===== src/rtl/cache_pkg.sv =====
// Shared cache definitions.
// Holds the word/offset geometry used by the cache datapath, the write-policy
// selector, and the record layout of one write-buffer entry in the default
// configuration (12-bit byte address, 32-bit data word).
package cache_pkg;

    localparam int OFFSET_BITS        = 2;   // byte offset within a word
    localparam int BLOCK_SIZE         = 16;  // bytes per cache block
    localparam int DEFAULT_ADDR_BITS  = 12;
    localparam int DEFAULT_DATA_BITS  = 32;
    localparam int WORD_BYTES         = DEFAULT_DATA_BITS / 8;

    typedef enum logic {
        WP_WRITE_BACK    = 1'b0,
        WP_WRITE_THROUGH = 1'b1
    } write_policy_e;

    // One queued store: word address, data, byte enables.
    typedef struct packed {
        logic                                        valid;
        logic [DEFAULT_ADDR_BITS-OFFSET_BITS-1:0]    addr;
        logic [DEFAULT_DATA_BITS-1:0]                data;
        logic [WORD_BYTES-1:0]                       be;
    } wb_entry_t;

endpackage


===== src/rtl/cache_wb_forward.sv =====
// Address match and byte merge for the write buffer.
// Compares every entry against the load address and the store address.
//   Load side : walks entries oldest to youngest starting at the head, so a
//               younger entry overwrites an older one lane by lane.
//               fwd_be = OR of matching byte enables, fwd_hit = |fwd_be.
//   Store side: reports a valid non-head entry with the store address
//               (coalesce target); always 0 when COALESCE = 0.
// Ports: ent_valid/ent_addr/ent_data/ent_be (entry storage), head, rd_addr,
//        wr_addr -> fwd_hit, fwd_data, fwd_be, coal_hit, coal_idx.
module cache_wb_forward #(
    parameter  int WA_BITS   = 10,
    parameter  int DATA_BITS = 32,
    parameter  int DEPTH     = 4,
    parameter  int COALESCE  = 1,
    localparam int BE_BITS   = DATA_BITS / 8,
    localparam int PTR_BITS  = $clog2(DEPTH)
) (
    input  logic [DEPTH-1:0]     ent_valid,
    input  logic [WA_BITS-1:0]   ent_addr [DEPTH],
    input  logic [DATA_BITS-1:0] ent_data [DEPTH],
    input  logic [BE_BITS-1:0]   ent_be   [DEPTH],
    input  logic [PTR_BITS-1:0]  head,
    input  logic [WA_BITS-1:0]   rd_addr,
    input  logic [WA_BITS-1:0]   wr_addr,
    output logic                 fwd_hit,
    output logic [DATA_BITS-1:0] fwd_data,
    output logic [BE_BITS-1:0]   fwd_be,
    output logic                 coal_hit,
    output logic [PTR_BITS-1:0]  coal_idx
);

    logic [DEPTH-1:0]    rd_match;
    logic [DEPTH-1:0]    wr_match;
    logic [PTR_BITS-1:0] idx;

    always_comb begin
        for (int i = 0; i < DEPTH; i++) begin
            rd_match[i] = ent_valid[i] && (ent_addr[i] == rd_addr);
            wr_match[i] = ent_valid[i] && (ent_addr[i] == wr_addr);
        end
    end

    always_comb begin
        // NOTE: every output of this block gets a value before any condition;
        // a path that leaves one unassigned would infer a latch.
        fwd_data = '0;
        fwd_be   = '0;
        coal_hit = 1'b0;
        coal_idx = '0;
        idx      = '0;
        for (int k = 0; k < DEPTH; k++) begin
            idx = head + PTR_BITS'(k);
            if (rd_match[idx]) begin
                for (int b = 0; b < BE_BITS; b++) begin
                    if (ent_be[idx][b]) begin
                        fwd_data[8*b +: 8] = ent_data[idx][8*b +: 8];
                        fwd_be[b]          = 1'b1;
                    end
                end
            end
            // k = 0 is the head, which may be mid-transfer to memory.
            if (COALESCE != 0 && k != 0 && wr_match[idx]) begin
                coal_hit = 1'b1;
                coal_idx = idx;
            end
        end
    end

    assign fwd_hit = |fwd_be;

endmodule


===== src/rtl/cache_write_buffer.sv =====
// Write-through store buffer between the data cache and main memory.
// Queues word stores with byte enables in a circular array, drains them to the
// memory write port in order, merges a store into a matching non-head entry,
// and forwards queued bytes to loads.
// Ports:
//   clk, nrst            clock, synchronous active-low reset
//   i_wr_*, o_wr_ready   store request (valid/addr/data/be) and acceptance
//   i_rd_addr, o_fwd_*   load forwarding lookup (hit/data/be)
//   o_mem_*, i_mem_ready head entry presented to memory, popped on ready
//   i_flush, o_flush_done drain request and completion pulse
//   o_count/o_empty/o_full occupancy
module cache_write_buffer
    import cache_pkg::*;
#(
    parameter  int ADDR_BITS = 12,
    parameter  int DATA_BITS = 32,
    parameter  int DEPTH     = 4,
    parameter  int COALESCE  = 1,
    localparam int WA_BITS   = ADDR_BITS - OFFSET_BITS,
    localparam int BE_BITS   = DATA_BITS / 8,
    localparam int CNT_BITS  = $clog2(DEPTH + 1)
) (
    input  logic                 clk,
    input  logic                 nrst,
    input  logic                 i_wr_valid,
    input  logic [WA_BITS-1:0]   i_wr_addr,
    input  logic [DATA_BITS-1:0] i_wr_data,
    input  logic [BE_BITS-1:0]   i_wr_be,
    output logic                 o_wr_ready,
    input  logic [WA_BITS-1:0]   i_rd_addr,
    output logic                 o_fwd_hit,
    output logic [DATA_BITS-1:0] o_fwd_data,
    output logic [BE_BITS-1:0]   o_fwd_be,
    output logic                 o_mem_valid,
    output logic [WA_BITS-1:0]   o_mem_addr,
    output logic [DATA_BITS-1:0] o_mem_data,
    output logic [BE_BITS-1:0]   o_mem_be,
    input  logic                 i_mem_ready,
    input  logic                 i_flush,
    output logic                 o_flush_done,
    output logic [CNT_BITS-1:0]  o_count,
    output logic                 o_empty,
    output logic                 o_full
);

    localparam int PTR_BITS = $clog2(DEPTH);

    logic [DEPTH-1:0]     valid_q, valid_d;
    logic [WA_BITS-1:0]   addr_q [DEPTH];
    logic [WA_BITS-1:0]   addr_d [DEPTH];
    logic [DATA_BITS-1:0] data_q [DEPTH];
    logic [DATA_BITS-1:0] data_d [DEPTH];
    logic [BE_BITS-1:0]   be_q   [DEPTH];
    logic [BE_BITS-1:0]   be_d   [DEPTH];
    logic [PTR_BITS-1:0]  head_q, head_d;
    logic [PTR_BITS-1:0]  tail_q, tail_d;
    logic [CNT_BITS-1:0]  count_q, count_d;
    logic                 flushing_q, flushing_d;

    logic                 coal_hit;
    logic [PTR_BITS-1:0]  coal_idx;
    logic                 wr_accept, alloc, merge, pop;

    cache_wb_forward #(
        .WA_BITS   (WA_BITS),
        .DATA_BITS (DATA_BITS),
        .DEPTH     (DEPTH),
        .COALESCE  (COALESCE)
    ) u_forward (
        .ent_valid (valid_q),
        .ent_addr  (addr_q),
        .ent_data  (data_q),
        .ent_be    (be_q),
        .head      (head_q),
        .rd_addr   (i_rd_addr),
        .wr_addr   (i_wr_addr),
        .fwd_hit   (o_fwd_hit),
        .fwd_data  (o_fwd_data),
        .fwd_be    (o_fwd_be),
        .coal_hit  (coal_hit),
        .coal_idx  (coal_idx)
    );

    // A full buffer still takes a store that merges into an existing entry;
    // a same-cycle pop never frees a slot for allocation.
    assign o_wr_ready = !flushing_q && ((count_q < CNT_BITS'(DEPTH)) || coal_hit);
    assign wr_accept  = i_wr_valid && o_wr_ready;
    assign merge      = wr_accept && coal_hit;
    assign alloc      = wr_accept && !coal_hit;
    assign pop        = valid_q[head_q] && i_mem_ready;

    assign o_mem_valid  = valid_q[head_q];
    assign o_mem_addr   = addr_q[head_q];
    assign o_mem_data   = data_q[head_q];
    assign o_mem_be     = be_q[head_q];
    assign o_count      = count_q;
    assign o_empty      = (count_q == '0);
    assign o_full       = (count_q == CNT_BITS'(DEPTH));
    assign o_flush_done = flushing_q && (count_q == '0);

    always_comb begin
        valid_d    = valid_q;
        addr_d     = addr_q;
        data_d     = data_q;
        be_d       = be_q;
        head_d     = head_q;
        tail_d     = tail_q;
        flushing_d = flushing_q;

        // Allocation needs count < DEPTH, so tail never equals head while
        // the head is being popped in the same cycle.
        if (pop) begin
            valid_d[head_q] = 1'b0;
            head_d          = head_q + 1'b1;
        end
        if (alloc) begin
            valid_d[tail_q] = 1'b1;
            addr_d[tail_q]  = i_wr_addr;
            data_d[tail_q]  = i_wr_data;
            be_d[tail_q]    = i_wr_be;
            tail_d          = tail_q + 1'b1;
        end
        if (merge) begin
            for (int b = 0; b < BE_BITS; b++) begin
                if (i_wr_be[b]) begin
                    data_d[coal_idx][8*b +: 8] = i_wr_data[8*b +: 8];
                end
            end
            be_d[coal_idx] = be_q[coal_idx] | i_wr_be;
        end
        count_d = count_q + CNT_BITS'(alloc) - CNT_BITS'(pop);

        // Completion wins over a new request; a repeat request is a no-op.
        if (o_flush_done) begin
            flushing_d = 1'b0;
        end else if (i_flush) begin
            flushing_d = 1'b1;
        end
    end

    // NOTE: state registers use non-blocking assignments so every flop
    // samples its _d value from before the edge, independent of block order.
    always_ff @(posedge clk) begin
        if (!nrst) begin
            valid_q    <= '0;
            head_q     <= '0;
            tail_q     <= '0;
            count_q    <= '0;
            flushing_q <= 1'b0;
        end else begin
            valid_q    <= valid_d;
            head_q     <= head_d;
            tail_q     <= tail_d;
            count_q    <= count_d;
            flushing_q <= flushing_d;
        end
    end

    // NOTE: the payload array is deliberately not reset; the valid bits alone
    // decide whether an entry is visible, so reset fan-out stays on control.
    always_ff @(posedge clk) begin
        addr_q <= addr_d;
        data_q <= data_d;
        be_q   <= be_d;
    end

endmodule


===== config.mk =====
export PLATFORM = sky130hd
export DESIGN_NAME = cache_write_buffer
export DESIGN_NICKNAME = d
export VERILOG_FILES = /design/src/rtl/cache_pkg.sv /design/src/rtl/cache_wb_forward.sv /design/src/rtl/cache_write_buffer.sv
export SDC_FILE = /design/constraint.sdc
export NUM_CORES = 1
export LEC_CHECK = 0
export CORE_AREA = 2 2 159 161
export CTS_BUF_LIST = sky130_fd_sc_hd__clkbuf_8
export DETAILED_ROUTE_END_ITERATION = 12
export DIE_AREA = 0 0 161 163
export GPL_TIMING_DRIVEN = 0
export PLACE_DENSITY_LB_ADDON = 0.1
export SYNTH_ARGS = -nofsm -noshare
export SYNTH_HDL_FRONTEND = slang
export SYNTH_SLANG_ARGS = --single-unit

===== constraint.sdc =====
create_clock -name clk -period 8.95 [get_ports clk]
set_clock_uncertainty 0.05 [all_clocks]
set_input_delay 1.3425 -clock clk [delete_from_list [all_inputs] [get_ports clk]]
set_output_delay 1.3425 -clock clk [all_outputs]
set_load 0.05 [all_outputs]

# Word-level counts from Yosys, hierarchy flattened
# Index checks and enable logic that the tools add are counted.
[word_totals] ff_bits=196 inputBits=61 output_inout_bits=91 word_cells=216
[classes] n_addsub=6 magnitude_cmp=16 n_eq_ne=9 mux=133 bitwise=11 n_reduce_logical=24
[ops] cell="$mux W128" n=9
[ops] cell="$bwmux W128" n=5
[ops] cell="$mux W32" n=14
[ops] cell="$demux W32 S2" n=5
[ops] cell="$bmux W32 S2" n=4
[ops] cell="$mux W8" n=17
[ops] cell="$eq A10 B10 Y1" n=8
[ops] cell="$mux W4" n=18
[ops] cell="$mux W16" n=3
[ops] cell="$bmux W4 S2" n=5
[ops] cell="$bwmux W40" n=1
[ops] cell="$bwmux W16" n=2
[ops] cell="$mux W10" n=3
[ops] cell="$mux W1" n=29
[ops] cell="$mux W24" n=1
[ops] cell="$bmux W10 S2" n=1
[ops] cell="$demux W10 S2" n=1
[ops] cell="$ge A3 B3 Y1 const B" n=6
[ops] cell="$logic_and A1 B1 Y1" n=18
[ops] cell="$not A2 Y3" n=6
[ops] cell="$bmux W1 S2" n=8
[ops] cell="$demux W4 S2" n=2
[ops] cell="$lt A2 B3 Y1 const B" n=5
[ops] cell="$or A4 B4 Y4" n=2
[ops] cell="18 further kinds" n=26

# Logic depth before layout (Yosys ltp)
[depth] word_depth=24 mapped_depth=15 depth_no_buf=13

# Hierarchy
# Synthesis repeated with hierarchy kept, for this count alone.
[hier_totals] hier_cells=1379 hier_area_um2=13785.7
[by_module_without_submodules] module="cache_write_buffer" instances=1 cells_each=533 area_each_um2=8000.2 seq_area_each_um2=4324.1
[by_module_without_submodules] module="cache_wb_forward" instances=1 cells_each=846 area_each_um2=5785.5 seq_area_each_um2=0.0

# Least setup slack after synthesis
# Ideal clock, no wire load.
[synth_path] path_type="input-to-output" from="input port i_rd_addr[3]" to="output port o_fwd_data[16]" arrival_time_ns=3.900 required_ns=7.557 path_slack_ns=3.657 path_stages=10 path_buffers=2 path_cell_list="clkbuf_1 -> xnor2_1 -> nand4_1 -> nor3_1 -> mux2_2 -> nand2_1 -> o22ai_1 -> clkbuf_1 -> nand2_1 -> a22oi_1"
[synth_between] elab_chain_cells=11 word_cells_on_any_way=23 cone_classes="eq/ne (4); mux (15); reduce/logical (4)"
[synth_rtl] item="from (decl)" line="cache_write_buffer.sv:30" source="input logic [WA_BITS-1:0] i_rd_addr,"
[synth_rtl] item="$eq A10 B10 Y1" line="cache_wb_forward.sv:38" source="rd_match[i] = ent_valid[i] && (ent_addr[i] == rd_addr);"
[synth_rtl] item="$logic_and A1 B1 Y1" line="cache_wb_forward.sv:38"
[synth_rtl] item="$bmux W1 S2" line="cache_wb_forward.sv:53" source="if (rd_match[idx]) begin"
[synth_rtl] item="$mux W1 (not written as such)" line="cache_wb_forward.sv:53"
[synth_rtl] item="$mux W32" line="cache_wb_forward.sv:53"
[synth_rtl] item="$mux W8" line="cache_wb_forward.sv:55" source="if (ent_be[idx][b]) begin"
[synth_rtl] item="$mux W32" line="cache_wb_forward.sv:53"
[synth_rtl] item="$mux W8" line="cache_wb_forward.sv:55"
[synth_rtl] item="$mux W32" line="cache_wb_forward.sv:53"
[synth_rtl] item="$mux W8" line="cache_wb_forward.sv:55"
[synth_rtl] item="$mux W32 (*)" line="cache_wb_forward.sv:53"
[synth_rtl] item="to (decl)" line="cache_write_buffer.sv:32" source="output logic [DATA_BITS-1:0] o_fwd_data,"
# Mark *: on every way between the ends. The rest lies on a longest branch, timed or not. The select of a mux whose other input is x is not followed.

# Worst setup path in the final report
[layout_path] from="register head_q[1]" to="output port o_fwd_hit"
[layout_between] elab_chain_cells=13 word_cells_on_any_way=48 cone_classes="add/sub (3); mux (40); bitwise (4); reduce/logical (1)"
[layout_rtl] item="from (decl)" line="cache_write_buffer.sv:55" source="logic [PTR_BITS-1:0] head_q, head_d;"
[layout_rtl] item="from (signal assigned)" line="cache_write_buffer.sv:146" source="head_q <= '0;"
[layout_rtl] item="from (signal assigned)" line="cache_write_buffer.sv:152" source="head_q <= head_d;"
[layout_rtl] item="branches (longest 11 deep; another with $add A2 B1 Y2)"
[layout_rtl] item="$mux W4 (*)" line="cache_wb_forward.sv:53"
[layout_rtl] item="$reduce_or A4 Y1 (*)" line="cache_wb_forward.sv:69" source="assign fwd_hit = |fwd_be;"
[layout_rtl] item="to (decl)" line="cache_write_buffer.sv:31" source="output logic o_fwd_hit,"
# Mark *: on every way between the ends. The select of a mux whose other input is x is not followed.

==> metrics.cfg <==
[place]
hpwl_um=26400
post_dp_cell_area_mm2=0.0151
gp_congestion=0.919
io_buffers=138

[clock_network]
postCtsResizedCells=0
cts_setup_buffers=0
numCtsBuffers=17
cts_max_path_buffers=2
htree_levels=4
cts_root_buffer=clkbuf_8
clk_pin_slew_ps=90
clkLatencyLatePin_ps=490
tritoncts=built
cts_sinks=196
cts_hold_buf=0

[setup_path]
cp_slowest_cell=nor4b_1
critical_path.max_stage_delay_ps=950
crit_family=buffers and inverters
path_max_fanout=10
critPathLaunchType=register
setup.worst_path.class=register to output port
cp_data_required_time_ps=7560
critPathCaptureType=output port
path_buf_inv=7
crit_top_cell=buf_2
arrival_ps=5600
path_cells=buf_2 > inv_1 > ha_1 > clkbuf_1 > buf_2 > buf_2 > mux2i_1 > o22ai_1 > buf_1 > nor4b_1 > nand4_1 > clkdlybuf4s50_1

[sta]
min_period_ps=6990
fin_crit_sh_pct=78.1
rsz0062_at_grt=no
worst_pin_slew_ps=1250
fin_setup_tns_ps=0
final_max_slew_viol_count=0
setup_violations=0
hold_viol_final=0
fmax_mhz=143
maxSlewHeadroom_pct=16.8

[synth]
synth_top_area_share_pct=24.4
ys_ff_latch=196
syn_nets=1099
synth.avg_cell_area_um2=12.9
ys_seq_area_share_pct=32.5
synth_area_leaders=mux4_2 (24%), dfxtp_1 (23%), edfxtp_1 (9.0%), mux2_4 (7.2%), mux2_1 (5.4%)
netlist_area_mm2=0.0133
synth-edff-count=40
yosysTopAreaCell=mux4_2
syn_inst=1027
ys.flop_type=dfxtp_1
async_flop_share_pct=0
yosysMostFrequentCell=dfxtp_1
synth_common_cells=dfxtp_1 (156), mux4_2 (144), xnor2_1 (80), mux2_1 (64), mux2_4 (64)
synthDistinctLibCells=59
yosys_warnings=0

[detailed_routing]
route.detailed.drc=0
drtAntennaViolNets=0
first_pass_iters=5
drt-total-wl_um=38100
num_vias=9978
wl_per_cell_um=25.0
via_per_inst=6.53
dr.first_iter.drc_count=878

[cells_and_area]
n_antenna_cell=0
regArea_mm2=0.00432
post-route-cell-area_mm2=0.0155
drive_above_1_share_pct=25.4
nets=1256
fillers=1982
utilization_pct=62.7
multiInputGateArea_mm2=0.00852
layout-area-overhead-vs-synth_pct=16.4

[min_path]
hp-class=register to register

[pwr]
powerDensity_mw_per_mm2=274
p_leak_uw=0.00531
ir_drop_v=0.000190

[global_route]
grt_antenna_before_repair=0
grt_max_degree=19
grt_pass1_vias=9640
grt_pass1_wl_um=57400
grt_remaining_overflow=0
grt_usage_pct=29.1

[job]
maxCapViolations=0

[floorplanning]
dieArea_mm2=0.0262
ios=152
design.core.area_mm2=0.0247
rows=58
die_y_um=163
die_w_um=161
start_util_pct=53.9

[status]
outcome=finished clean

[final cells by class]
cell class                      instances  share of cell area [%]
Timing Repair Buffer                  138                    8.93
Tap cell                              330                    2.67
Sequential cell                       196                    27.9
Clock inverter                         15                   0.954
Multi-Input combinational cell        732                    55.0
Buffer                                 81                    2.51
Inverter                               18                   0.437
Clock buffer                           17                    1.51
[layer usage]
layer	up-vias	global-route usage [%]	share of wire, %
li1	4356	-	-
met1	5069	41.5	44
met2	480	45.4	47
met3	73	4.91	7.2
met4	0	9.94	2.7
met5	-	0	0
[final timing paths]
check	startpoint	to	slack, ps	depth (start not counted)
max	head_q[1]	o_fwd_hit	1960	12
min	valid_q[3]	valid_q[3]	480	2
max reg2reg	head_q[1]	data_q[52]	4870	12
min reg2reg	valid_q[3]	valid_q[3]	480	2
[kinds of logic (layout without fill, tap and decap cells)]
kind of cell	after synthesis	count (layout)	synth area share (%)
AND/OR/NAND/NOR	162	162	6.42
buffers and inverters	99	269	3.43
multiplexers	335	335	41.8
adder cells (fa/ha/maj)	11	11	1.09
AO/OA/AOI/OAI	140	140	9.01
XOR/XNOR	84	84	5.70
flip-flops	196	196	32.5
[sequential cells by signal, summed over array words and instances, names as in the netlist]
register,count
data_q,128
flushing_q,1
addr_q,40
o_count,3
tail_q,2
valid_q,4
be_q,16
head_q,2
[per-stage QoR]
| stage | hold WS, ps | total power, uW | setup WS, ps | instances |
|---|---|---|---|---|
| floorplan | 417 | 3080 | 3660 | 1027 |
| global placement | 457 | 3610 | 2350 | 1495 |
| detailed placement | 455 | 3660 | 2290 | 1495 |
| CTS | 477 | 4240 | 1920 | 1527 |
| global route | 519 | 4430 | 1660 | 1527 |
| finish | 475 | 4240 | 1960 | 1527 |
[placed cells by master, fill, tap and decap left out, types with 35 or more instances in the layout]
cell and count:
dfxtp_1 156, mux4_2 144, clkdlybuf4s50_1 138, xnor2_1 80
mux2_4 64, mux2_1 64, nand2_1 58, mux2i_1 57
edfxtp_1 40, clkbuf_1 35
[worst min-delay path, cell delays in order, from the launching register on]
cell and delay (ps):
dfxtp_1 350, nand2_1 60, a21boi_0 70
[where the power goes]
group	total [uW]	switching (uW)	internal, uW
Clock	586	358	229
Combinational	2040	973	1060
Sequential	1620	385	1240
Total	4240	1720	2530
Power figures use the tool's default switching activity.
